===== src/rtl/ov_frame_reader.sv =====
// rtl/ov_frame_reader.sv - OV7670 + AL422B frame capture/readout engine feeding a pixel write FIFO
// Optional VSYNC watchdog is built when OV_TIMEOUT_EN is defined.
module ov_frame_reader #(
  parameter int H_ACT       = 320,
  parameter int V_ACT       = 240,
  parameter int BPP         = 2,
  parameter int UW          = 9,
  parameter int AFULL       = 500,
  parameter int RST_CYC     = 6,
  parameter int WAIT_CYC    = 80000,
  parameter int TIMEOUT_CYC = 4000000
) (
  input  logic          S_CLK,
  input  logic          RST,
  input  logic          init_done,
  output logic          start_init,
  input  logic          cap_en,
  input  logic          cap_req,
  input  logic [7:0]    OV_data,
  input  logic          OV_vsync,
  output logic          OV_wrst,
  output logic          OV_rrst,
  output logic          OV_wen,
  output logic          OV_oe,
  output logic          OV_rclk,
  input  logic [UW-1:0] w_usedw,
  output logic          w_req,
  output logic [15:0]   w_data,
  output logic          frame_done,
  output logic [15:0]   frame_cnt,
  output logic          busy,
  output logic          err_timeout
);

  localparam int NPIX = H_ACT * V_ACT;
  localparam int PW   = $clog2(NPIX + 1);
  localparam int WW   = $clog2(WAIT_CYC + 1);
  localparam int RW   = $clog2(RST_CYC + 1);
  localparam logic [UW-1:0] AFULL_W = UW'(AFULL);

  localparam logic [2:0] S_INIT = 3'd0;
  localparam logic [2:0] S_IDLE = 3'd1;
  localparam logic [2:0] S_WRST = 3'd2;
  localparam logic [2:0] S_CAPT = 3'd3;
  localparam logic [2:0] S_RRST = 3'd4;
  localparam logic [2:0] S_READ = 3'd5;
  localparam logic [2:0] S_DONE = 3'd6;

  logic [2:0]    state;
  logic          vs_s1, vs_s2, vs_prev, vs_rise;
  logic          pend, init_sent;
  logic [WW-1:0] wait_cnt;
  logic [RW-1:0] rst_cnt;
  logic [PW-1:0] pix_cnt;
  logic          rd_ph, byte_idx;
  logic [7:0]    hi_byte;
  logic          stall, wd_fire;

  assign vs_rise = vs_s2 & ~vs_prev;
  assign OV_oe   = 1'b0;
  assign busy    = (state == S_WRST) || (state == S_CAPT) || (state == S_RRST) || (state == S_READ);
  // Only a pixel that has not started may be held back, so bytes stay aligned.
  assign stall   = !byte_idx && (w_usedw >= AFULL_W);

`ifdef OV_TIMEOUT_EN
  localparam int TW = $clog2(TIMEOUT_CYC + 1);
  logic [TW-1:0] wd_cnt;
  logic          wd_run;

  assign wd_run  = ((state == S_IDLE) && (cap_en || pend)) || (state == S_CAPT);
  assign wd_fire = wd_run && !vs_rise && (wd_cnt == TW'(TIMEOUT_CYC - 1));

  always_ff @(posedge S_CLK) begin
    if (RST || !wd_run || vs_rise || wd_fire) wd_cnt <= '0;
    else                                      wd_cnt <= wd_cnt + 1'b1;
  end

  always_ff @(posedge S_CLK) begin
    if (RST)          err_timeout <= 1'b0;
    else if (wd_fire) err_timeout <= 1'b1;
    else if (cap_req) err_timeout <= 1'b0;
  end
`else
  assign wd_fire     = 1'b0;
  assign err_timeout = 1'b0;
`endif

  always_ff @(posedge S_CLK) begin
    if (RST) begin
      state      <= S_INIT;
      wait_cnt   <= '0;
      init_sent  <= 1'b0;
      rst_cnt    <= '0;
      pix_cnt    <= '0;
      rd_ph      <= 1'b0;
      byte_idx   <= 1'b0;
      hi_byte    <= '0;
      pend       <= 1'b0;
      vs_s1      <= 1'b0;
      vs_s2      <= 1'b0;
      vs_prev    <= 1'b0;
      start_init <= 1'b0;
      OV_wrst    <= 1'b1;
      OV_rrst    <= 1'b1;
      OV_wen     <= 1'b0;
      OV_rclk    <= 1'b0;
      w_req      <= 1'b0;
      w_data     <= '0;
      frame_done <= 1'b0;
      frame_cnt  <= '0;
    end else begin
      vs_s1      <= OV_vsync;
      vs_s2      <= vs_s1;
      vs_prev    <= vs_s2;
      start_init <= 1'b0;
      w_req      <= 1'b0;
      frame_done <= 1'b0;

      if (wd_fire) begin
        state   <= S_IDLE;
        OV_wen  <= 1'b0;
        OV_wrst <= 1'b1;
        pend    <= 1'b0;
      end else begin
        case (state)
          S_INIT: begin
            if (!init_sent) begin
              if (wait_cnt == WW'(WAIT_CYC - 1)) begin
                start_init <= 1'b1;
                init_sent  <= 1'b1;
              end else begin
                wait_cnt <= wait_cnt + 1'b1;
              end
            end else if (init_done) begin
              state <= S_IDLE;
            end
          end
          S_IDLE: begin
            if ((cap_en || pend) && vs_rise) begin
              state   <= S_WRST;
              OV_wrst <= 1'b0;
              rst_cnt <= '0;
              pend    <= 1'b0;
            end
          end
          S_WRST: begin
            if (rst_cnt == RW'(RST_CYC - 1)) begin
              OV_wrst <= 1'b1;
              OV_wen  <= 1'b1;
              state   <= S_CAPT;
            end else begin
              rst_cnt <= rst_cnt + 1'b1;
            end
          end
          S_CAPT: begin
            if (vs_rise) begin
              OV_wen  <= 1'b0;
              OV_rrst <= 1'b0;
              OV_rclk <= 1'b0;
              rst_cnt <= '0;
              state   <= S_RRST;
            end
          end
          S_RRST: begin
            // One read-clock period per count; release on a falling edge.
            OV_rclk <= ~OV_rclk;
            if (OV_rclk) begin
              if (rst_cnt == RW'(RST_CYC - 1)) begin
                OV_rrst  <= 1'b1;
                pix_cnt  <= '0;
                rd_ph    <= 1'b0;
                byte_idx <= 1'b0;
                state    <= S_READ;
              end else begin
                rst_cnt <= rst_cnt + 1'b1;
              end
            end
          end
          S_READ: begin
            if (pix_cnt == PW'(NPIX)) begin
              state      <= S_DONE;
              frame_done <= 1'b1;
              frame_cnt  <= frame_cnt + 16'd1;
            end else if (!rd_ph) begin
              if (!stall) begin
                OV_rclk <= 1'b1;
                rd_ph   <= 1'b1;
              end
            end else begin
              OV_rclk <= 1'b0;
              rd_ph   <= 1'b0;
              if ((BPP == 2) && !byte_idx) begin
                hi_byte  <= OV_data;
                byte_idx <= 1'b1;
              end else begin
                byte_idx <= 1'b0;
                w_req    <= 1'b1;
                pix_cnt  <= pix_cnt + 1'b1;
                w_data   <= (BPP == 2) ? {hi_byte, OV_data} : {8'h00, OV_data};
              end
            end
          end
          S_DONE:  state <= S_IDLE;
          default: state <= S_INIT;
        endcase
      end

      if (cap_req) pend <= 1'b1;
    end
  end

endmodule


===== config.mk =====
export PLATFORM = sky130hd
export DESIGN_NAME = ov_frame_reader
export DESIGN_NICKNAME = d
export VERILOG_FILES = /design/src/rtl/ov_frame_reader.sv
export SDC_FILE = /design/constraint.sdc
export NUM_CORES = 1
export LEC_CHECK = 0
export CORE_UTILIZATION = 45
export CTS_CLUSTER_DIAMETER = 80
export CTS_CLUSTER_SIZE = 8
export DETAILED_ROUTE_END_ITERATION = 12
export PLACE_DENSITY = 0.65
export SKIP_LAST_GASP = 1
export SYNTH_ARGS = -nofsm -noshare
export SYNTH_HDL_FRONTEND = slang
export SYNTH_SLANG_ARGS = --single-unit

===== constraint.sdc =====
create_clock -name S_CLK -period 2.5 [get_ports S_CLK]
set_input_delay 0.375 -clock S_CLK [delete_from_list [all_inputs] [get_ports S_CLK]]
set_output_delay 0.375 -clock S_CLK [all_outputs]
set_load 0.005 [all_outputs]

; Word-level counts from Yosys, hierarchy flattened
; Index checks and enable logic that the tools add are counted.
[totals]
regBits = 94
input_bits = 23
output_inout_bits = 42
word_cells = 137
[op_classes]
addsub = 4
order_cmp = 1
eq_ne = 21
muxes = 47
bitwise = 10
reduce_logical = 33
[ops]
columns = cell, count
row1 = $mux 17, 5
row2 = $mux 3, 12
row3 = $add 17x1->17 const B, 2
row4 = $eq 17x17->1 const B, 2
row5 = $pmux 17 s2, 1
row6 = $reduce_and 4->1, 6
row7 = $mux 1, 21
row8 = $pmux 3 s7, 1
row9 = $add 16x1->16 const B, 1
row10 = $ne 2x2->1 const B, 8
row11 = $eq 3x3->1 const B, 4
row12 = $pmux 3 s4, 1
row13 = $reduce_bool 2->1, 6
row14 = $pmux 1 s2, 5
row15 = $ge 9x9->1 const B, 1
row16 = $not 1->1, 9
row17 = $reduce_and 3->1, 3
row18 = $reduce_and 8->1, 1
row19 = $eq 3x2->1 const B, 2
row20 = $ne 2x1->1 const B, 3
row21 = $reduce_and 6->1, 1
row22 = $reduce_and 5->1, 1
row23 = $logic_or 1x1->1, 4
row24 = $reduce_and 2->1, 2
row25 = 13 further kinds, 14

; Longest topological paths before layout
[depth]
depth_word = 6
mapped_depth = 9
depth_no_buf = 7

; Worst setup path after synthesis
; No wires, ideal clock.
[synth_timing]
path_kind = register to register
start = register pix_cnt[0]
end = register frame_cnt[14]
setup_time_ns = 0.121
arrival_ns = 2.047
required_ns = 2.379
slack_ns = 0.332
path_stages_with_launch = 8
n_path_buf = 0
synth_period_minus_slack_ns = 2.168
cell_sequence = dfxtp_1 > inv_1 > ha_1 > nor4bb_1 > nand4_2 > nor4_2 > and2b_1 > mux2_2
[synth_via]
elab_chain_cells = 2
[synth_rtl]
columns = item, line
row1 = "start, declared", 54  ; logic [PW-1:0] pix_cnt;
row2 = "start signal, assigned", 198  ; pix_cnt <= pix_cnt + 1'b1;
row3 = $eq 17x17->1, 180  ; if (pix_cnt == PW'(NPIX)) begin
row4 = $reduce_and 2->1 (no line), --
row5 = "end signal, assigned", 183  ; frame_cnt <= frame_cnt + 16'd1;
row6 = "end, declared", 30  ; output logic [15:0] frame_cnt,
; Every way passes these cells.
; A chain may end at the register's enable or synchronous reset.

; Final worst setup path
[layout_timing]
start = register pix_cnt[0]
end = register pix_cnt[16]
[layout_via]
elab_chain_cells = 5
word_cells_on_any_way = 8
classes_between = add/sub: 1 / eq/ne: 2 / mux: 4 / reduce/logical: 1
[layout_rtl]
columns = item, line
row1 = $add 17x1->17, 198
row2 = $mux 17, 192  ; if ((BPP == 2) && !byte_idx) begin
row3 = $mux 17, 184  ; end else if (!rd_ph) begin
row4 = $mux 17, 180
row5 = $pmux 17 s2, 125  ; case (state)
; Several ways; a longest one is shown, not always the timed one. The select of a mux whose other input is x is not followed.

==> reports/metrics.csv <==
metric;value;unit
ys_seq_area_share;42.1;%
finalMaxSlewViolations;0;
grt_max_degree;85;
drc;0;
cts_resized;0;
grt_pass1_vias;3728;
fmax;429;MHz
holdBufCountCts;0;
rsz0062_at_grt;no;
ant_nets;0;
cap_violations;0;
wl_per_cell;14.0;µm
max_stage_delay;0.57;ns
worstPathCellList;inv_1, ha_1, nor4bb_1, and4_1, or4_4, or4_1, o21ai_1;
finalPower;2.62;mW
crit_slowest_cell;or4_4;
max_slew_margin;42.7;%
yosys.area.top_type_share;42.1;%
yosysMostFrequentCell;dfxtp_1;
clkSlewWorstSetupHoldPaths;0.09;ns
yosys_warnings;0;
hp-class;primary input to register;
hold_slack;0.390;ns
post_cts_buffers;0;
routed_via_density;5.46;
yosysTopAreaCell;dfxtp_1;
antennaDiodeCount;0;
ios;65;
vias;4045;
layout-drive-gt1-share;9.54;%
rows;36;
worst-path-buf-inv;1;
min_from;RST;
critPathTopFamily;simple AND/OR/NAND/NOR gates;
cts_tree;built;
worstSkewPairLatency;0.37;ns
cts_root_buffer;clkbuf_8;
htree_levels;3;
synth_edf_count;0;
synthCells;539;
overflow;0;
synthesis.area;4470;µm²
p_leak;1.88;nW
die_h;102;µm
ys_ff_latch;94;
post-route-min-period;2.33;ns
core_area;9680;µm²
portBuffers;60;
path_class;register to register;
syn_area_per_cell;8.29;µm²
end_kind;register;
setup_ws;0.171;ns
first_iter_violations;188;
placed_area;5270;µm²
die-area;10300;µm²
worst_pin_slew;0.859;ns
crit_path_max_fanout;7;
grt_pass1_wl;17100;µm
area_delta_synth_final;22.2;%
synthArstFlopShare;0;%
fin_skew;0.00923;ns
p_per_area;479;nW/µm²
final_cell_area;5460;µm²
grt_usage;20.9;%
cts.sinks;94;
dp_slack;0.194;ns
dieWidth;102;µm
hold_viol_final;0;
numCtsBuffers;9;
wirelength;10400;µm
synthFlopType;dfxtp_1;
arrival;2.64;ns
finalSetupTns;0;ns
start_kind;register;
cp-startpoint;pix_cnt[0]$_SDFFE_PP0P_;
finalNetCount;634;
r2r_start;pix_cnt[0]$_SDFFE_PP0P_;
synth_cell_types;61;
worst_ep_required_time;2.81;ns
setup_violations;0;
dp_hpwl;7280;µm
ir_worst_vdd;0.000248;V
synthTopCellsByCount;dfxtp_1 (94), nand2_1 (65), nor2_1 (59);
synth.area.top_cells;dfxtp_1 (42%), nand2_1 (5.5%), nor2_1 (5.0%);
finalCritPeriodShare;93.2;%
antenna_found_initial;0;
dr.pass1.iters;5;
initial_utilization;46.2;%
cts.path.max_buffers;2;
gp_congestion;0.834;
outcome;finished, final reports clean;
[state kept, by name, indices dropped and copies added, names as in the netlist]
register,cells
pix_cnt,17
byte_idx,1
w_req,1
OV_wrst,1
OV_rrst,1
wait_cnt,17
hi_byte,8
pend,1
frame_done,1
state,3
vs_s1,1
vs_s2,1
OV_rclk,1
start_init,1
w_data,16
rst_cnt,3
frame_cnt,16
vs_prev,1
rd_ph,1
OV_wen,1
init_sent,1
[cell type report]
cell class | instances | area (µm²)
Clock buffer | 10 | 128
Fill cell | 900 | 4220
Timing Repair Buffer | 82 | 761
Inverter | 15 | 56.3
Multi-Input combinational cell | 401 | 2400
Tap cell | 133 | 166
Clock inverter | 6 | 71.3
Sequential cell | 94 | 1880
[placed cells by master (no fill, tap or decap), types with 8 or more instances in the layout]
| cell | instances |
|---|---|
| nor3_1 | 11 |
| buf_4 | 22 |
| a21oi_1 | 40 |
| inv_1 | 15 |
| o31ai_1 | 9 |
| o21ai_0 | 16 |
| and3_1 | 8 |
| mux2i_1 | 10 |
| nand4_1 | 13 |
| nand3_1 | 24 |
| nor2_1 | 59 |
| ha_1 | 8 |
| nor2b_1 | 11 |
| clkbuf_8 | 9 |
| clkdlybuf4s50_1 | 59 |
| xor2_1 | 16 |
| o211ai_1 | 12 |
| dfxtp_1 | 94 |
| nand2_1 | 65 |
[logic make-up (layout without fill, tap and decap cells)]
kind of cell,Yosys count,in the layout,share of synthesized area [%]
other,1,2,0.0839
AO/OA/AOI/OAI,106,106,14.8
flip-flops,94,94,42.1
multiplexers,16,16,3.75
AND/OR/NAND/NOR,247,247,28.4
XOR/XNOR,22,22,4.31
buffers and inverters,45,113,4.31
adder cells (fa/ha/maj),8,8,2.24
[per-stage QoR]
stage               util [%]  cells
floorplan                  -    540
global placement        54.4    725
detailed placement      54.4    725
CTS                     56.4    741
global route            56.4    741
finish                  56.4    741
[worst paths after layout]
path	endpoint	slack (ns)	cells past startpoint
max	pix_cnt[16]$_SDFFE_PP0P_	0.17	7
min	pix_cnt[15]$_SDFFE_PP0P_	0.39	3
max reg2reg	pix_cnt[16]$_SDFFE_PP0P_	0.17	7
min reg2reg	vs_s2$_SDFF_PP0_	0.44	1
[worst reg2reg max path, stage by stage (launching register included)]
cell      delay, ns
dfxtp_1        0.38
inv_1          0.07
ha_1           0.21
nor4bb_1       0.16
and4_1         0.29
or4_4          0.57
or4_1          0.51
o21ai_1        0.08
[power breakdown]
part	internal (mW)	leakage (nW)	total, mW	switching [mW]
logic	0.0394	1.03	0.0821	0.0427
registers	1.50	0.758	1.51	0.00544
clock network	0.469	0.0931	1.03	0.556
[metal layers]
| metal | track usage (%) | up-vias | part of all wire [%] |
|---|---|---|---|
| met2 | 34.5 | 88 | 48 |
| met4 | 9.36 | 0 | 1.8 |
| met5 | 0 | - | 0 |
| met1 | 26.8 | 1899 | 47 |
| li1 | - | 2043 | - |
| met3 | 3.38 | 15 | 3.6 |
No activity file was read; power rests on OpenSTA's default activity.
